[src/rtl/dcache_responder_pkg.sv]
`default_nettype none
// ============================================================================
//  Module      : dcache_responder_pkg
//  Description : Shared types for the data-cache responder. Holds the word
//                type, the cache frame layout, the byte-address split and
//                the controller state encoding.
//                DCACHE_HITCOUNT_EN adds the CNT state (hit-count store).
//  Revision    : 1.0  initial release
// ============================================================================
package dcache_responder_pkg;

   // Geometry. The frame/address structs are sized from DC_SETS, so the
   // top-level SETS parameter must be left equal to DC_SETS.
   localparam int DC_SETS = 8;
   localparam int DC_IDXW = $clog2(DC_SETS);
   localparam int DC_TAGW = 32 - DC_IDXW - 3;

   typedef logic [31:0] word_t;

   // One direct-mapped frame holding a 2-word block.
   typedef struct packed {
      logic               valid;
      logic               dirty;
      logic [DC_TAGW-1:0] tag;
      word_t [1:0]        data;
   } dcache_frame_t;

   // Byte address split: {tag, idx, blkoff, bytoff}.
   typedef struct packed {
      logic [DC_TAGW-1:0] tag;
      logic [DC_IDXW-1:0] idx;
      logic               blkoff;
      logic [1:0]         bytoff;
   } dcachef_t;

   typedef enum logic [3:0] {
      S_COMPARE = 4'd0,
      S_WB0     = 4'd1,
      S_WB1     = 4'd2,
      S_LD0     = 4'd3,
      S_LD1     = 4'd4,
      S_FLUSH   = 4'd5,
      S_FWB0    = 4'd6,
      S_FWB1    = 4'd7,
`ifdef DCACHE_HITCOUNT_EN
      S_CNT     = 4'd8,
`endif
      S_DONE    = 4'd9
   } dstate_t;

endpackage
`default_nettype wire

[src/rtl/dcache_responder_if.sv]
`default_nettype none
// ============================================================================
//  Module      : dcache_responder_if
//  Description : Bundle of the datapath request port and the memory
//                controller port seen by the data-cache responder.
//                slave  : the cache (answers datapath, issues memory requests)
//                master : the environment (datapath + memory controller)
//  Signals     : halt, dmemREN, dmemWEN, dmemaddr, dmemstore -> cache
//                dhit, dmemload, flushed                    <- cache
//                dREN, dWEN, daddr, dstore                  <- cache
//                dwait, dload                               -> cache
//  Revision    : 1.0  initial release
// ============================================================================
interface dcache_responder_if;
   import dcache_responder_pkg::*;

   logic  halt;
   logic  dmemREN;
   logic  dmemWEN;
   word_t dmemaddr;
   word_t dmemstore;
   logic  dhit;
   word_t dmemload;
   logic  flushed;
   logic  dREN;
   logic  dWEN;
   word_t daddr;
   word_t dstore;
   logic  dwait;
   word_t dload;

   modport slave (
      input  halt, dmemREN, dmemWEN, dmemaddr, dmemstore, dwait, dload,
      output dhit, dmemload, flushed, dREN, dWEN, daddr, dstore
   );

   modport master (
      output halt, dmemREN, dmemWEN, dmemaddr, dmemstore, dwait, dload,
      input  dhit, dmemload, flushed, dREN, dWEN, daddr, dstore
   );

endinterface
`default_nettype wire

[src/rtl/dcache_responder_frame_array.sv]
`default_nettype none
// ============================================================================
//  Module      : dcache_frame_array
//  Description : SETS cache frames with one combinational read port and one
//                whole-frame write port sharing the same index. Valid and
//                dirty bits are cleared synchronously while nRST is low.
//  Ports       : CLK        clock
//                nRST       synchronous active-low clear of valid/dirty
//                idx_i      frame index for read and write
//                rd_frame_o frame at idx_i (combinational)
//                we_i       write enable
//                wr_frame_i frame written at idx_i on the rising edge
//  Revision    : 1.0  initial release
// ============================================================================
module dcache_frame_array
   import dcache_responder_pkg::*;
#(
   parameter int SETS = DC_SETS
) (
   input  wire logic              CLK,
   input  wire logic              nRST,
   input  wire logic [$clog2(SETS)-1:0] idx_i,
   output dcache_frame_t          rd_frame_o,
   input  wire logic              we_i,
   input  dcache_frame_t          wr_frame_i
);

   dcache_frame_t frames_q [SETS];

   assign rd_frame_o = frames_q[idx_i];

   // Tag and data are left as-is on reset; an invalid frame never hits.
   always_ff @(posedge CLK) begin
      if (!nRST) begin
         for (int i = 0; i < SETS; i++) begin
            frames_q[i].valid <= 1'b0;
            frames_q[i].dirty <= 1'b0;
         end
      end else if (we_i) begin
         frames_q[idx_i] <= wr_frame_i;
      end
   end

endmodule
`default_nettype wire

[src/rtl/dcache_responder.sv]
`default_nettype none
// ============================================================================
//  Module      : dcache_responder
//  Description : Direct-mapped, write-back, write-allocate data cache with
//                2-word blocks. Serves datapath loads/stores with dhit,
//                refills/evicts through the memory controller port, and on
//                halt writes back every dirty block before raising flushed.
//                Optional DCACHE_HITCOUNT_EN: keeps saturating hit and miss
//                counters and stores (hits - misses) to CNT_ADDR after flush.
//  Ports       : CLK   clock
//                nRST  synchronous active-low reset
//                bus   dcache_responder_if.slave (datapath + memory port)
//  Revision    : 1.0  initial release
// ============================================================================
module dcache_responder
   import dcache_responder_pkg::*;
#(
   parameter int          SETS     = DC_SETS,
   parameter logic [31:0] CNT_ADDR = 32'h3100
) (
   input  wire logic         CLK,
   input  wire logic         nRST,
   dcache_responder_if.slave bus
);

   dstate_t              state_q, state_d;
   logic [DC_IDXW-1:0]   ptr_q, ptr_d;
   word_t                miss_addr_q, miss_addr_d;

   dcachef_t             w_req_a;
   dcachef_t             w_miss_a;
   logic [DC_IDXW-1:0]   w_rd_idx;
   dcache_frame_t        w_rd_frame;
   logic                 w_we;
   dcache_frame_t        w_wr_frame;
   logic                 w_unused_bits;

`ifdef DCACHE_HITCOUNT_EN
   localparam dstate_t S_FLUSH_END = S_CNT;
`else
   localparam dstate_t S_FLUSH_END = S_DONE;
`endif

   assign w_req_a  = bus.dmemaddr;
   assign w_miss_a = miss_addr_q;
   // Both refill words are fetched and byte lanes are ignored.
   assign w_unused_bits = ^{w_req_a.bytoff, w_miss_a.blkoff, w_miss_a.bytoff};

   // The single array port follows whichever set the current state owns.
   always_comb begin
      w_rd_idx = w_miss_a.idx;
      case (state_q)
         S_COMPARE:                 w_rd_idx = w_req_a.idx;
         S_FLUSH, S_FWB0, S_FWB1:   w_rd_idx = ptr_q;
         default:                   w_rd_idx = w_miss_a.idx;
      endcase
   end

   dcache_frame_array #(
      .SETS       (SETS)
   ) u_frames (
      .CLK        (CLK),
      .nRST       (nRST),
      .idx_i      (w_rd_idx),
      .rd_frame_o (w_rd_frame),
      .we_i       (w_we),
      .wr_frame_i (w_wr_frame)
   );

`ifdef DCACHE_HITCOUNT_EN
   word_t hits_q;
   word_t misses_q;
   logic  w_miss_evt;

   assign w_miss_evt = (state_q == S_COMPARE) &&
                       ((state_d == S_WB0) || (state_d == S_LD0));

   always_ff @(posedge CLK) begin
      if (!nRST) begin
         hits_q   <= '0;
         misses_q <= '0;
      end else begin
         if (bus.dhit && (hits_q != '1))
            hits_q <= hits_q + 1'b1;
         if (w_miss_evt && (misses_q != '1))
            misses_q <= misses_q + 1'b1;
      end
   end
`else
   logic w_unused_cnt_addr;
   assign w_unused_cnt_addr = ^CNT_ADDR;
`endif

   always_comb begin
      state_d      = state_q;
      ptr_d        = ptr_q;
      miss_addr_d  = miss_addr_q;
      w_we         = 1'b0;
      w_wr_frame   = w_rd_frame;
      bus.dhit     = 1'b0;
      bus.dmemload = '0;
      bus.flushed  = 1'b0;
      bus.dREN     = 1'b0;
      bus.dWEN     = 1'b0;
      bus.daddr    = '0;
      bus.dstore   = '0;

      case (state_q)
         S_COMPARE: begin
            // halt wins over a same-cycle request: the datapath has stopped.
            if (bus.halt) begin
               state_d = S_FLUSH;
               ptr_d   = '0;
            end else if (bus.dmemREN || bus.dmemWEN) begin
               if (w_rd_frame.valid && (w_rd_frame.tag == w_req_a.tag)) begin
                  bus.dhit = 1'b1;
                  if (bus.dmemREN)
                     bus.dmemload = w_rd_frame.data[w_req_a.blkoff];
                  if (bus.dmemWEN) begin
                     w_we                              = 1'b1;
                     w_wr_frame.dirty                  = 1'b1;
                     w_wr_frame.data[w_req_a.blkoff]   = bus.dmemstore;
                  end
               end else begin
                  // Latch the address so the fill survives a withdrawn request.
                  miss_addr_d = bus.dmemaddr;
                  state_d     = (w_rd_frame.valid && w_rd_frame.dirty) ? S_WB0 : S_LD0;
               end
            end
         end

         S_WB0: begin
            bus.dWEN   = 1'b1;
            bus.daddr  = {w_rd_frame.tag, w_miss_a.idx, 1'b0, 2'b00};
            bus.dstore = w_rd_frame.data[0];
            if (!bus.dwait) state_d = S_WB1;
         end

         S_WB1: begin
            bus.dWEN   = 1'b1;
            bus.daddr  = {w_rd_frame.tag, w_miss_a.idx, 1'b1, 2'b00};
            bus.dstore = w_rd_frame.data[1];
            if (!bus.dwait) state_d = S_LD0;
         end

         S_LD0: begin
            bus.dREN  = 1'b1;
            bus.daddr = {w_miss_a.tag, w_miss_a.idx, 1'b0, 2'b00};
            if (!bus.dwait) begin
               // Frame is half-old/half-new until LD1 lands: keep it invalid.
               w_we               = 1'b1;
               w_wr_frame.valid   = 1'b0;
               w_wr_frame.dirty   = 1'b0;
               w_wr_frame.data[0] = bus.dload;
               state_d            = S_LD1;
            end
         end

         S_LD1: begin
            bus.dREN  = 1'b1;
            bus.daddr = {w_miss_a.tag, w_miss_a.idx, 1'b1, 2'b00};
            if (!bus.dwait) begin
               w_we               = 1'b1;
               w_wr_frame.valid   = 1'b1;
               w_wr_frame.dirty   = 1'b0;
               w_wr_frame.tag     = w_miss_a.tag;
               w_wr_frame.data[1] = bus.dload;
               state_d            = S_COMPARE;
            end
         end

         S_FLUSH: begin
            if (w_rd_frame.valid && w_rd_frame.dirty)
               state_d = S_FWB0;
            else if (ptr_q == DC_IDXW'(SETS - 1))
               state_d = S_FLUSH_END;
            else
               ptr_d = ptr_q + 1'b1;
         end

         S_FWB0: begin
            bus.dWEN   = 1'b1;
            bus.daddr  = {w_rd_frame.tag, ptr_q, 1'b0, 2'b00};
            bus.dstore = w_rd_frame.data[0];
            if (!bus.dwait) state_d = S_FWB1;
         end

         S_FWB1: begin
            bus.dWEN   = 1'b1;
            bus.daddr  = {w_rd_frame.tag, ptr_q, 1'b1, 2'b00};
            bus.dstore = w_rd_frame.data[1];
            if (!bus.dwait) begin
               w_we             = 1'b1;
               w_wr_frame.dirty = 1'b0;
               if (ptr_q == DC_IDXW'(SETS - 1)) begin
                  state_d = S_FLUSH_END;
               end else begin
                  ptr_d   = ptr_q + 1'b1;
                  state_d = S_FLUSH;
               end
            end
         end

`ifdef DCACHE_HITCOUNT_EN
         S_CNT: begin
            bus.dWEN   = 1'b1;
            bus.daddr  = CNT_ADDR;
            bus.dstore = hits_q - misses_q;
            if (!bus.dwait) state_d = S_DONE;
         end
`endif

         S_DONE: begin
            bus.flushed = 1'b1;
         end

         default: begin
            state_d = S_COMPARE;
         end
      endcase
   end

   always_ff @(posedge CLK) begin
      if (!nRST) begin
         state_q     <= S_COMPARE;
         ptr_q       <= '0;
         miss_addr_q <= '0;
      end else begin
         state_q     <= state_d;
         ptr_q       <= ptr_d;
         miss_addr_q <= miss_addr_d;
      end
   end

endmodule
`default_nettype wire

[src/flat_wrapper.sv]
// flat-port wrapper written by rule: the top's interface ports become plain ports
module dcache_responder_flat import dcache_responder_pkg::*;
#(
   parameter int          SETS     = DC_SETS,
   parameter logic [31:0] CNT_ADDR = 32'h3100
)
  (CLK, nRST, bus_halt, bus_dmemREN, bus_dmemWEN, bus_dmemaddr, bus_dmemstore, bus_dwait, bus_dload, bus_dhit, bus_dmemload, bus_flushed, bus_dREN, bus_dWEN, bus_daddr, bus_dstore);
  dcache_responder_if bus_i ();
  input  wire logic CLK;
  input  wire logic nRST;
  input wire logic [$bits(bus_i.halt)-1:0] bus_halt;
  input wire logic [$bits(bus_i.dmemREN)-1:0] bus_dmemREN;
  input wire logic [$bits(bus_i.dmemWEN)-1:0] bus_dmemWEN;
  input wire logic [$bits(bus_i.dmemaddr)-1:0] bus_dmemaddr;
  input wire logic [$bits(bus_i.dmemstore)-1:0] bus_dmemstore;
  input wire logic [$bits(bus_i.dwait)-1:0] bus_dwait;
  input wire logic [$bits(bus_i.dload)-1:0] bus_dload;
  output wire logic [$bits(bus_i.dhit)-1:0] bus_dhit;
  output wire logic [$bits(bus_i.dmemload)-1:0] bus_dmemload;
  output wire logic [$bits(bus_i.flushed)-1:0] bus_flushed;
  output wire logic [$bits(bus_i.dREN)-1:0] bus_dREN;
  output wire logic [$bits(bus_i.dWEN)-1:0] bus_dWEN;
  output wire logic [$bits(bus_i.daddr)-1:0] bus_daddr;
  output wire logic [$bits(bus_i.dstore)-1:0] bus_dstore;
  assign bus_i.halt = bus_halt;
  assign bus_i.dmemREN = bus_dmemREN;
  assign bus_i.dmemWEN = bus_dmemWEN;
  assign bus_i.dmemaddr = bus_dmemaddr;
  assign bus_i.dmemstore = bus_dmemstore;
  assign bus_i.dwait = bus_dwait;
  assign bus_i.dload = bus_dload;
  assign bus_dhit = bus_i.dhit;
  assign bus_dmemload = bus_i.dmemload;
  assign bus_flushed = bus_i.flushed;
  assign bus_dREN = bus_i.dREN;
  assign bus_dWEN = bus_i.dWEN;
  assign bus_daddr = bus_i.daddr;
  assign bus_dstore = bus_i.dstore;
  dcache_responder #(.SETS(SETS), .CNT_ADDR(CNT_ADDR)) u_core (.CLK(CLK), .nRST(nRST), .bus(bus_i));
endmodule
[config.mk]
export PLATFORM = sky130hd
export DESIGN_NAME = dcache_responder_flat
export DESIGN_NICKNAME = d
export VERILOG_FILES = /design/src/rtl/dcache_responder_pkg.sv /design/src/rtl/dcache_responder_if.sv /design/src/rtl/dcache_responder_frame_array.sv /design/src/rtl/dcache_responder.sv /design/src/flat_wrapper.sv
export SDC_FILE = /design/constraint.sdc
export NUM_CORES = 1
export LEC_CHECK = 0
export ABC_AREA = 1
export CAP_MARGIN = 25
export CORE_UTILIZATION = 45
export CTS_CLUSTER_DIAMETER = 60
export DETAILED_ROUTE_END_ITERATION = 10
export HOLD_SLACK_MARGIN = 0.06
export PLACE_DENSITY_LB_ADDON = 0.1
export SYNTH_ARGS = -nofsm -noshare
export SYNTH_HDL_FRONTEND = slang
export SYNTH_SLANG_ARGS = --single-unit
[constraint.sdc]
create_clock -name CLK -period 6.9 [get_ports CLK]
set_input_delay 1.38 -clock CLK [delete_from_list [all_inputs] [get_ports CLK]]
set_output_delay 1.38 -clock CLK [all_outputs]
set_load 0.02 [all_outputs]
Word-level counts from Yosys, hierarchy flattened:

Memories as Yosys holds them, arrays and structs flattened.
Cells that the tools add are included.

* bits in registers: 39
* latch bits: 0
* bits in writable memories: 736
* memory bits (read-only): 0
* input bits: 102
* output and inout port bits: 100
* memories kept: 1

Memory list
* u_core.u_frames.frames_q: words 8, width 92, rd ports 1, clocked after Yosys merged registers in 0, write ports 8, line dcache_responder_frame_array.sv:28 `dcache_frame_t frames_q [SETS];`

* add/subtract/negate cells: 1
* multiply operators: 0
* divide/modulo/power cells: 0
* magnitude comparators: 2
* equal/unequal tests: 21
* shift operators: 0
* mux-type cells: 69
* bitwise gates (word level): 3
* reductions and logical operators: 16

Operators with widths (count)
* 32-bit 2-to-1 mux: 9
* 64-bit 2-to-1 mux: 4
* 32-bit case mux with 2 select lines: 3
* 32-bit case mux with 6 select lines: 1
* 92-bit 2-to-1 mux: 1
* 92-bit OR reduction: 1
* 64-bit bitwise mux: 1
* 60-bit 2-to-1 mux: 1
* 4-bit 2-to-1 mux: 12
* 4-bit case mux with 9 select lines: 1
* 32-bit demux with 1-bit select: 1
* 26-bit equality test: 1
* 26-bit 2-to-1 mux: 1
* 1-bit 2-to-1 mux: 21
* 4-bit by 3-bit equality test with 1-bit output (second input constant): 4
* 2-bit inequality test (second input constant): 8
* 3-bit 2-to-1 mux: 5
* 10-bit AND reduction: 1
* 3-bit case mux with 3 select lines: 1
* 4-bit by 2-bit equality test with 1-bit output (second input constant): 2
* 4-bit AND reduction: 2
* 2-bit 2-to-1 mux: 3
* 3-bit case mux with 2 select lines: 1
* 2-bit OR reduction: 3
* other kinds (18): 24

Logic depth before layout (Yosys ltp):

Gate-level depths: netlist (run 1).
An unclocked memory read counts as a cell.

* depth in word-level cells: 15
* mapped depth: 28
* mapped depth without buffers: 25

By module:

From an unflattened synthesis (run 1), not the netlist that was laid out.

* cell total of the unflattened synthesis: 4367
* area total of the unflattened synthesis: 37682.4 um^2

Modules (own cells, without submodules)
* dcache_frame_array: times used 1, cells each 3037, area each 31126.1 um^2, sequential area each 22081.2 um^2
* dcache_responder: times used 1, cells each 1330, area each 6556.3 um^2, sequential area each 720.7 um^2

Worst setup path after synthesis (run 1):

Ideal clock, no wire load.

* path type: input to register
* start: input port bus_dmemaddr[3]
* end: memory u_core.u_frames.frames_q[4][0] (netlist name), enable pin
* setup time: 0.443 ns
* arrival: 5.021 ns
* required time: 6.457 ns
* slack: 1.435 ns
* cell stages on the path: 20
* cells stage by stage: nand3_1 > nand2_2 > inv_2 > nand2_4 > buf_4 > buf_2 > nand2_1 > nand3_1 > nand2_1 > nor2_1 > nand2_1 > nand2_1 > nand2_1 > nor2_1 > nand2_1 > nor2_1 > nand4_1 > nand2_1 > nand3_1 > inv_1

RTL lines
* start, declared: line flat_wrapper.sv:14 `input wire logic [$bits(bus_i.dmemaddr)-1:0] bus_dmemaddr;`
* end, declared: line dcache_responder_frame_array.sv:28

Worst setup path after layout (run 1):

* start: input port bus_dmemaddr[3]
* end: output port bus_dmemload[15]

* longest elaborated chain between the ends: 9

RTL lines
* 3-bit case mux with 2 select lines *: line dcache_responder.sv:52 `case (state_q)`
* memory 8 x 92 bit *
* parallel branches: the longest is 3 deep, another holds 26-bit equality test
* 32-bit 2-to-1 mux *: line dcache_responder.sv:115 `if (w_rd_frame.valid && (w_rd_frame.tag == w_req_a.tag)) begin`
* 32-bit 2-to-1 mux *: line dcache_responder.sv:114 `end else if (bus.dmemREN || bus.dmemWEN) begin`
* 32-bit 2-to-1 mux *: line dcache_responder.sv:111 `if (bus.halt) begin`
* 32-bit 2-to-1 mux *: line dcache_responder.sv:108 `case (state_q)`
* end, declared: line flat_wrapper.sv:19 `output wire logic [$bits(bus_i.dmemload)-1:0] bus_dmemload;`

Every way passes the cells marked *. The select of a mux whose other input is x is not followed.

==> impl_metrics.env, run 1 <==
export IMPL_status="finished, final reports clean"
export IMPL_power_frac_comb=0.454
export IMPL_dr_pass1_iters=6
export IMPL_cts_setup_buffers=0
export IMPL_clk_latency_ns=0.64
export IMPL_crit_fanout=32
export IMPL_die_area_mm2=0.0781
export IMPL_slew_violations=0
export IMPL_grt_max_degree=91
export IMPL_yosys_warnings=0
export IMPL_ys_types=44
export IMPL_syn_area_mm2=0.0347
export IMPL_hp_class="flip-flop to flip-flop"
export IMPL_via_per_inst=5.82
export IMPL_drtIter0Drc=2781
export IMPL_period_share=0.967
export IMPL_path_clk_slew_ns=0.06
export IMPL_fin_worst_skew_ns=0.0240
export IMPL_io_pin_count=202
export IMPL_grt_pass1_vias=25083
export IMPL_placementRows=101
export IMPL_layout_drive_gt1_share=0.101
export IMPL_gp_congestion=0.877
export IMPL_relSlewSlack=0.252
export IMPL_chipWidth_um=280
export IMPL_p_leak_nw=15.3
export IMPL_ys_seq_area_frac=0.658
export IMPL_synth_edf_count=734
export IMPL_grt_usage=0.277
export IMPL_utilization=0.542
export IMPL_power_total_mw=21.5
export IMPL_numCtsBuffers=86
export IMPL_cts_sinks=772
export IMPL_rsz0062_at_grt="false"
export IMPL_portBuffers=197
export IMPL_power_density_mw_per_mm2=521
export IMPL_syn_avg_cell_area_um2=10.8
export IMPL_syn_to_final_growth_pct=19.0
export IMPL_route_detailed_drc=0
export IMPL_nets=3510
export IMPL_worst_setup_path_start_kind="input pin"
export IMPL_ctsHoldBuffers=0
export IMPL_cts_tree="built"
export IMPL_cts_buffer_depth=3
export IMPL_p_seq_frac=0.333
export IMPL_die_y_um=280
export IMPL_cp_data_required_time_ns=5.52
export IMPL_crit_type="input pin to output pin"
export IMPL_postRouteAntennaNets=0
export IMPL_start_util=0.456
export IMPL_n_antenna_cell=0
export IMPL_worst_pin_slew_ns=1.11
export IMPL_synthArstFlopShare=0
export IMPL_wl_per_cell_um=24.3
export IMPL_root_buffer="clkbuf_16"
export IMPL_layout_cells_most_common="nand2_1"
export IMPL_p_switching_mw=8.99
export IMPL_synth_main_ff_cell="edfxtp_1"
export IMPL_ys_ff_latch=772
export IMPL_end_kind="output pin"
export IMPL_drt_total_wl_um=109000
export IMPL_synthCells=3202
export IMPL_hold_slack_ns=0.471
export IMPL_cts_resized=0
export IMPL_multi_input_area_mm2=0.00994
export IMPL_antenna_found_initial=2
export IMPL_dp_hpwl_um=65200
export IMPL_clock_fmax_ghz=0.150
export IMPL_core_mm2=0.0761
export IMPL_htreeDepth=3
export IMPL_layoutNonFillerInstCount=4509
export IMPL_final_cell_mix="877 x nand2_1, 734 x edfxtp_1, 240 x inv_1"
export IMPL_clkPwrFrac=0.213
export IMPL_setup_viol=0
export IMPL_hold_viol_final=0
export IMPL_setup_tns_ns=0
export IMPL_fin_crit_ns=6.67
export IMPL_cap_violations=0
export IMPL_ir_worst_vdd_v=0.000265
export IMPL_grt_overflow=0
export IMPL_switching_share=0.418
export IMPL_intPower_mw=12.5
export IMPL_num_vias=26253
export IMPL_cp_arrival_ns=5.29
export IMPL_grt_pass1_wl_um=160000
export IMPL_fillers=6479
export IMPL_dp_cells=4345
export IMPL_regArea_mm2=0.0228
-- registers in the layout, summed over array words and instances (netlist names) --
name / cells
u_core.ptr_q: 3
u_core.miss_addr_q: 29
u_core.u_frames.frames_q: 736
u_core.state_q: 4
-- power by group through the flow --
stage	registers [mW]	clock network (mW)	logic, mW
2_1_floorplan	7.23	0	5.75
3_3_place_gp	7.25	0	9.24
3_5_place_dp	7.27	0	9.51
4_1_cts	7.17	4.64	9.55
5_1_grt	7.19	4.83	10.6
6_report	7.17	4.58	9.75
-- final cells by class --
type | count | share of cell area
Tap cell | 1030 | 0.0312
Clock inverter | 48 | 0.0134
Timing Repair Buffer | 308 | 0.0798
Sequential cell | 772 | 0.553
Clock buffer | 113 | 0.0554
Multi-Input combinational cell | 1954 | 0.241
Inverter | 284 | 0.0263
-- per-layer routing --
metal | GRT usage | share of wire | up-vias
met4 | 0.0820 | 0.024 | 4
li1 | - | - | 11813
met2 | 0.432 | 0.46 | 1275
met5 | 0 | 0.00025 | -
met3 | 0.0525 | 0.086 | 195
met1 | 0.393 | 0.43 | 12966
-- cells by family (layout without fill, tap and decap cells) --
family,count (synthesis),after routing,share of synthesized area
AND/OR/NAND/NOR,1363,1363,0.169
flip-flops,772,772,0.658
AO/OA/AOI/OAI,585,585,0.115
buffers and inverters,477,753,0.0576
adder cells (fa/ha/maj),2,2,0.000722
XOR/XNOR,2,2,0.000505
other,1,2,0.000108
-- final timing paths --
path	startpoint	end	slack, ns	depth (start not counted)
setup reg to reg	u_core.state_q[1]$_SDFFE_PN0P_	u_core.u_frames.frames_q[4][13]$_DFFE_PP_	1.60	25
hold reg to reg	u_core.miss_addr_q[14]$_SDFFE_PN0P_	u_core.miss_addr_q[14]$_SDFFE_PN0P_	0.47	2
hold / removal	u_core.miss_addr_q[14]$_SDFFE_PN0P_	u_core.miss_addr_q[14]$_SDFFE_PN0P_	0.47	2
setup / recovery	bus_dmemaddr[3]	bus_dmemload[15]	0.23	22
-- Yosys cell counts (all sizes together) (3+ instances only) --
master / instances / area share
dfxtp: 38 / 0.022
a31oi: 43 / 0.0078
clkbuf: 117 / 0.013
a21boi: 3 / 0.00065
a21oi: 157 / 0.023
inv: 282 / 0.031
a22o: 47 / 0.012
a211oi: 33 / 0.011
nand3: 215 / 0.033
nand3b: 9 / 0.0019
nor2: 154 / 0.020
buf: 76 / 0.014
a22oi: 9 / 0.0019
a221oi: 85 / 0.021
o21ai: 120 / 0.017
o22ai: 37 / 0.0067
edfxtp: 734 / 0.64
nand2: 884 / 0.096
o2bb2ai: 44 / 0.011
o21bai: 4 / 0.00087
nand4: 95 / 0.017
nor3: 5 / 0.00072
-- worst max-delay path, stage by stage --
cell	delay, ns
clkdlybuf4s50_1	0.54
nand3_1	0.11
nand2_2	0.13
inv_2	0.08
nand2_8	0.19
buf_6	0.24
nand2_1	0.08
nand3_1	0.09
nand2_1	0.07
nor2_1	0.23
nand2_1	0.09
nand2_1	0.08
nand2_1	0.05
nor2_1	0.10
nand2_1	0.07
nor2_2	0.13
inv_2	0.08
nor2_8	0.13
nand3_2	0.10
buf_12	0.21
a211oi_2	0.35
clkdlybuf4s50_1	0.68
-- metrics by stage --
step,cell area (µm²),worst slack [ns]
floorplan,34700,1.44
global placement,38300,0.0719
detailed placement,38300,0.0973
CTS,41200,0.0576
global route,41200,0.00143
finish,41200,0.229
No activity file was read; power rests on OpenSTA's default activity.
==> inputs of run 2 (changes only) <==
--- a/config.mk
+++ b/config.mk
@@ -7,6 +7,7 @@
 export LEC_CHECK = 0
 export ABC_AREA = 1
 export CAP_MARGIN = 25
+export CORE_MARGIN = 5
 export CORE_UTILIZATION = 45
 export CTS_CLUSTER_DIAMETER = 60
 export DETAILED_ROUTE_END_ITERATION = 10
==> run 2 against run 1 <==
Effect of this change: hold slack better by 0.0037 ns; setup slack got worse by 0.038 ns; global-route usage shrank 1.5 points; register-to-register slack better by 0.09 ns; sequential share of layout area barely moved; final cell count down 0.11%; fmax down 0.56%; die area up 5.8%; clock-buffer cell count did not move; total power is essentially flat; highest routed layer is now met4.
==> impl_metrics.env, run 2 (synthesis results as in run 1) <==
export IMPL_design_area_mm2=0.0412
export IMPL_grt_usage=0.262
export IMPL_grt_max_degree=68
export IMPL_layout_cells_most_common="nand2_1"
export IMPL_layout_drive_gt1_share=0.0994
export IMPL_postRouteAntennaNets=0
export IMPL_path_clk_slew_ns=0.06
export IMPL_root_buffer="clkbuf_16"
export IMPL_max_flop_register="u_core.u_frames.frames_q"
export IMPL_status="finished, final reports clean"
export IMPL_utilization=0.541
export IMPL_dr_pass1_iters=6
export IMPL_rsz0062_at_grt="false"
export IMPL_cts_buffer_depth=3
export IMPL_slew_violations=0
export IMPL_num_vias=26209
export IMPL_hp_class="flip-flop to flip-flop"
export IMPL_htreeDepth=3
export IMPL_worst_setup_path_start_kind="input pin"
export IMPL_dr_wl_met3_um=9370
export IMPL_worst_pin_slew_ns=1.02
export IMPL_route_detailed_drc=0
export IMPL_antenna_found_initial=0
export IMPL_chipWidth_um=288
export IMPL_fin_worst_skew_ns=0.0365
export IMPL_hold_viol_final=0
export IMPL_clkPwrFrac=0.209
export IMPL_cts_tree="built"
export IMPL_wl_met2_um=51900
export IMPL_gp_congestion=0.857
export IMPL_top_layer_used="met4"
export IMPL_p_switching_mw=8.99
export IMPL_ir_worst_vdd_v=0.000252
export IMPL_fillers=6477
export IMPL_ctsHoldBuffers=0
export IMPL_core_mm2=0.0762
export IMPL_cp_arrival_ns=5.33
export IMPL_power_density_mw_per_mm2=521
export IMPL_via_per_inst=5.82
export IMPL_cap_violations=0
export IMPL_die_y_um=288
export IMPL_clock_fmax_ghz=0.149
export IMPL_reg2reg_depth=26
export IMPL_portBuffers=197
export IMPL_die_area_mm2=0.0827
export IMPL_drtIter0Drc=2892
export IMPL_switching_share=0.418
export IMPL_dp_hpwl_um=65900
export IMPL_start_util=0.455
export IMPL_relSlewSlack=0.320
export IMPL_numCtsBuffers=85
export IMPL_clk_latency_ns=0.64
export IMPL_p_seq_frac=0.334
export IMPL_setup_viol=0
export IMPL_top_regs="u_core.u_frames.frames_q x736, u_core.miss_addr_q x29, u_core.state_q x4"
export IMPL_syn_to_final_growth_pct=19.0
export IMPL_period_share=0.972
export IMPL_hold_slack_ns=0.475
export IMPL_nets=3507
export IMPL_grt_pass1_vias=25427
export IMPL_intPower_mw=12.5
export IMPL_p_leak_nw=15.5
export IMPL_crit_type="input pin to output pin"
export IMPL_drt_total_wl_um=111000
export IMPL_power_total_mw=21.5
export IMPL_grt_pass1_wl_um=162000
export IMPL_final_cell_mix="877 x nand2_1, 734 x edfxtp_1, 240 x inv_1"
export IMPL_fin_crit_ns=6.71
export IMPL_grt_overflow=0
export IMPL_placed_area_mm2=0.0383
export IMPL_drt_met1_wl_um=46500
export IMPL_cp_data_required_time_ns=5.52
export IMPL_largest_reg_flops=736
export IMPL_wl_per_cell_um=24.6
export IMPL_power_frac_comb=0.458
export IMPL_holdPathStages=2
export IMPL_setup_tns_ns=0
export IMPL_cts_sinks=772
export IMPL_io_pin_count=202
export IMPL_crit_fanout=32
export IMPL_end_kind="output pin"
export IMPL_placementRows=101
run 2: cell count changes in the layout (fill, tap and decap cells not counted), moves of 5 or more:
cell / previous run / this run
nor2_2: 16 / 9
dlymetal6s2s_1: 0 / 9
clkbuf_1: 25 / 18
clkdlybuf4s50_1: 195 / 186
nor2_1: 127 / 134
buf_12: 34 / 42
clkbuf_8: 1 / 6
buf_4: 68 / 60
run 2: worst max-delay path: stages:
cell and delay (ns):
clkdlybuf4s50_1 0.50, nand3_1 0.17, nand3_2 0.28, nor2_4 0.21, buf_12 0.23, nand3_1 0.10
nand2_1 0.07, nor2_1 0.06, xnor2_1 0.35, nand3b_1 0.18, nor2_2 0.25, inv_2 0.10
nor2_8 0.12, nand3_2 0.09, buf_12 0.21, a211oi_2 0.26, clkdlybuf4s50_1 0.67
run 2: per-layer routing:
layer / vias to the layer above / GRT usage
met5: - / 0
met2: 1310 / 0.426
met4: 0 / 0.0738
li1: 11808 / -
met3: 237 / 0.0481
met1: 12854 / 0.363
run 2: path summary, 6_finish.rpt:
| path | startpoint | end | slack [ns] |
|---|---|---|---|
| hold reg to reg | u_core.miss_addr_q[13]$_SDFFE_PN0P_ | u_core.miss_addr_q[13]$_SDFFE_PN0P_ | 0.48 |
| setup reg to reg | u_core.state_q[1]$_SDFFE_PN0P_ | u_core.u_frames.frames_q[6][38]$_DFFE_PP_ | 1.69 |
| hold / removal | u_core.miss_addr_q[13]$_SDFFE_PN0P_ | u_core.miss_addr_q[13]$_SDFFE_PN0P_ | 0.48 |
| setup / recovery | bus_dmemaddr[4] | bus_dmemload[23] | 0.19 |
run 2: layout make-up:
| type | count | area, µm² | share of cell area |
|---|---|---|---|
| well taps | 1030 | 1290 | 0.0313 |
| diodes | 2 | 5.00 | 0.000121 |
| clock inverters | 43 | 404 | 0.00980 |
| multi-input cells | 1954 | 9900 | 0.240 |
| flip-flops and latches | 772 | 22800 | 0.553 |
| clock buffers | 113 | 2380 | 0.0576 |
| repair buffers | 306 | 3370 | 0.0818 |
| inverters | 284 | 1090 | 0.0263 |
run 2: metrics by stage:
stage | worst slack, ns | cells
6_report | 0.192 | 4504
5_1_grt | 0.000218 | 4502
4_1_cts | 0.126 | 4494
3_5_place_dp | 0.182 | 4338
3_3_place_gp | 0.148 | 4338
2_1_floorplan | 1.44 | 3203
run 2: repair_timing:
action,4_1_cts,5_1_grt
endpoints found under the setup margin,0,22
gates resized for setup,0,11
endpoints found under the hold margin,0,0
buffers inserted,0,3
run 2: power groups by stage:
stage | logic [mW] | clock network, mW | registers, mW
after floorplan | 5.75 | 0 | 7.23
after global placement | 9.34 | 0 | 7.26
after detailed placement | 9.57 | 0 | 7.27
after CTS | 9.62 | 4.54 | 7.17
after global routing | 10.6 | 4.74 | 7.18
final | 9.84 | 4.48 | 7.17
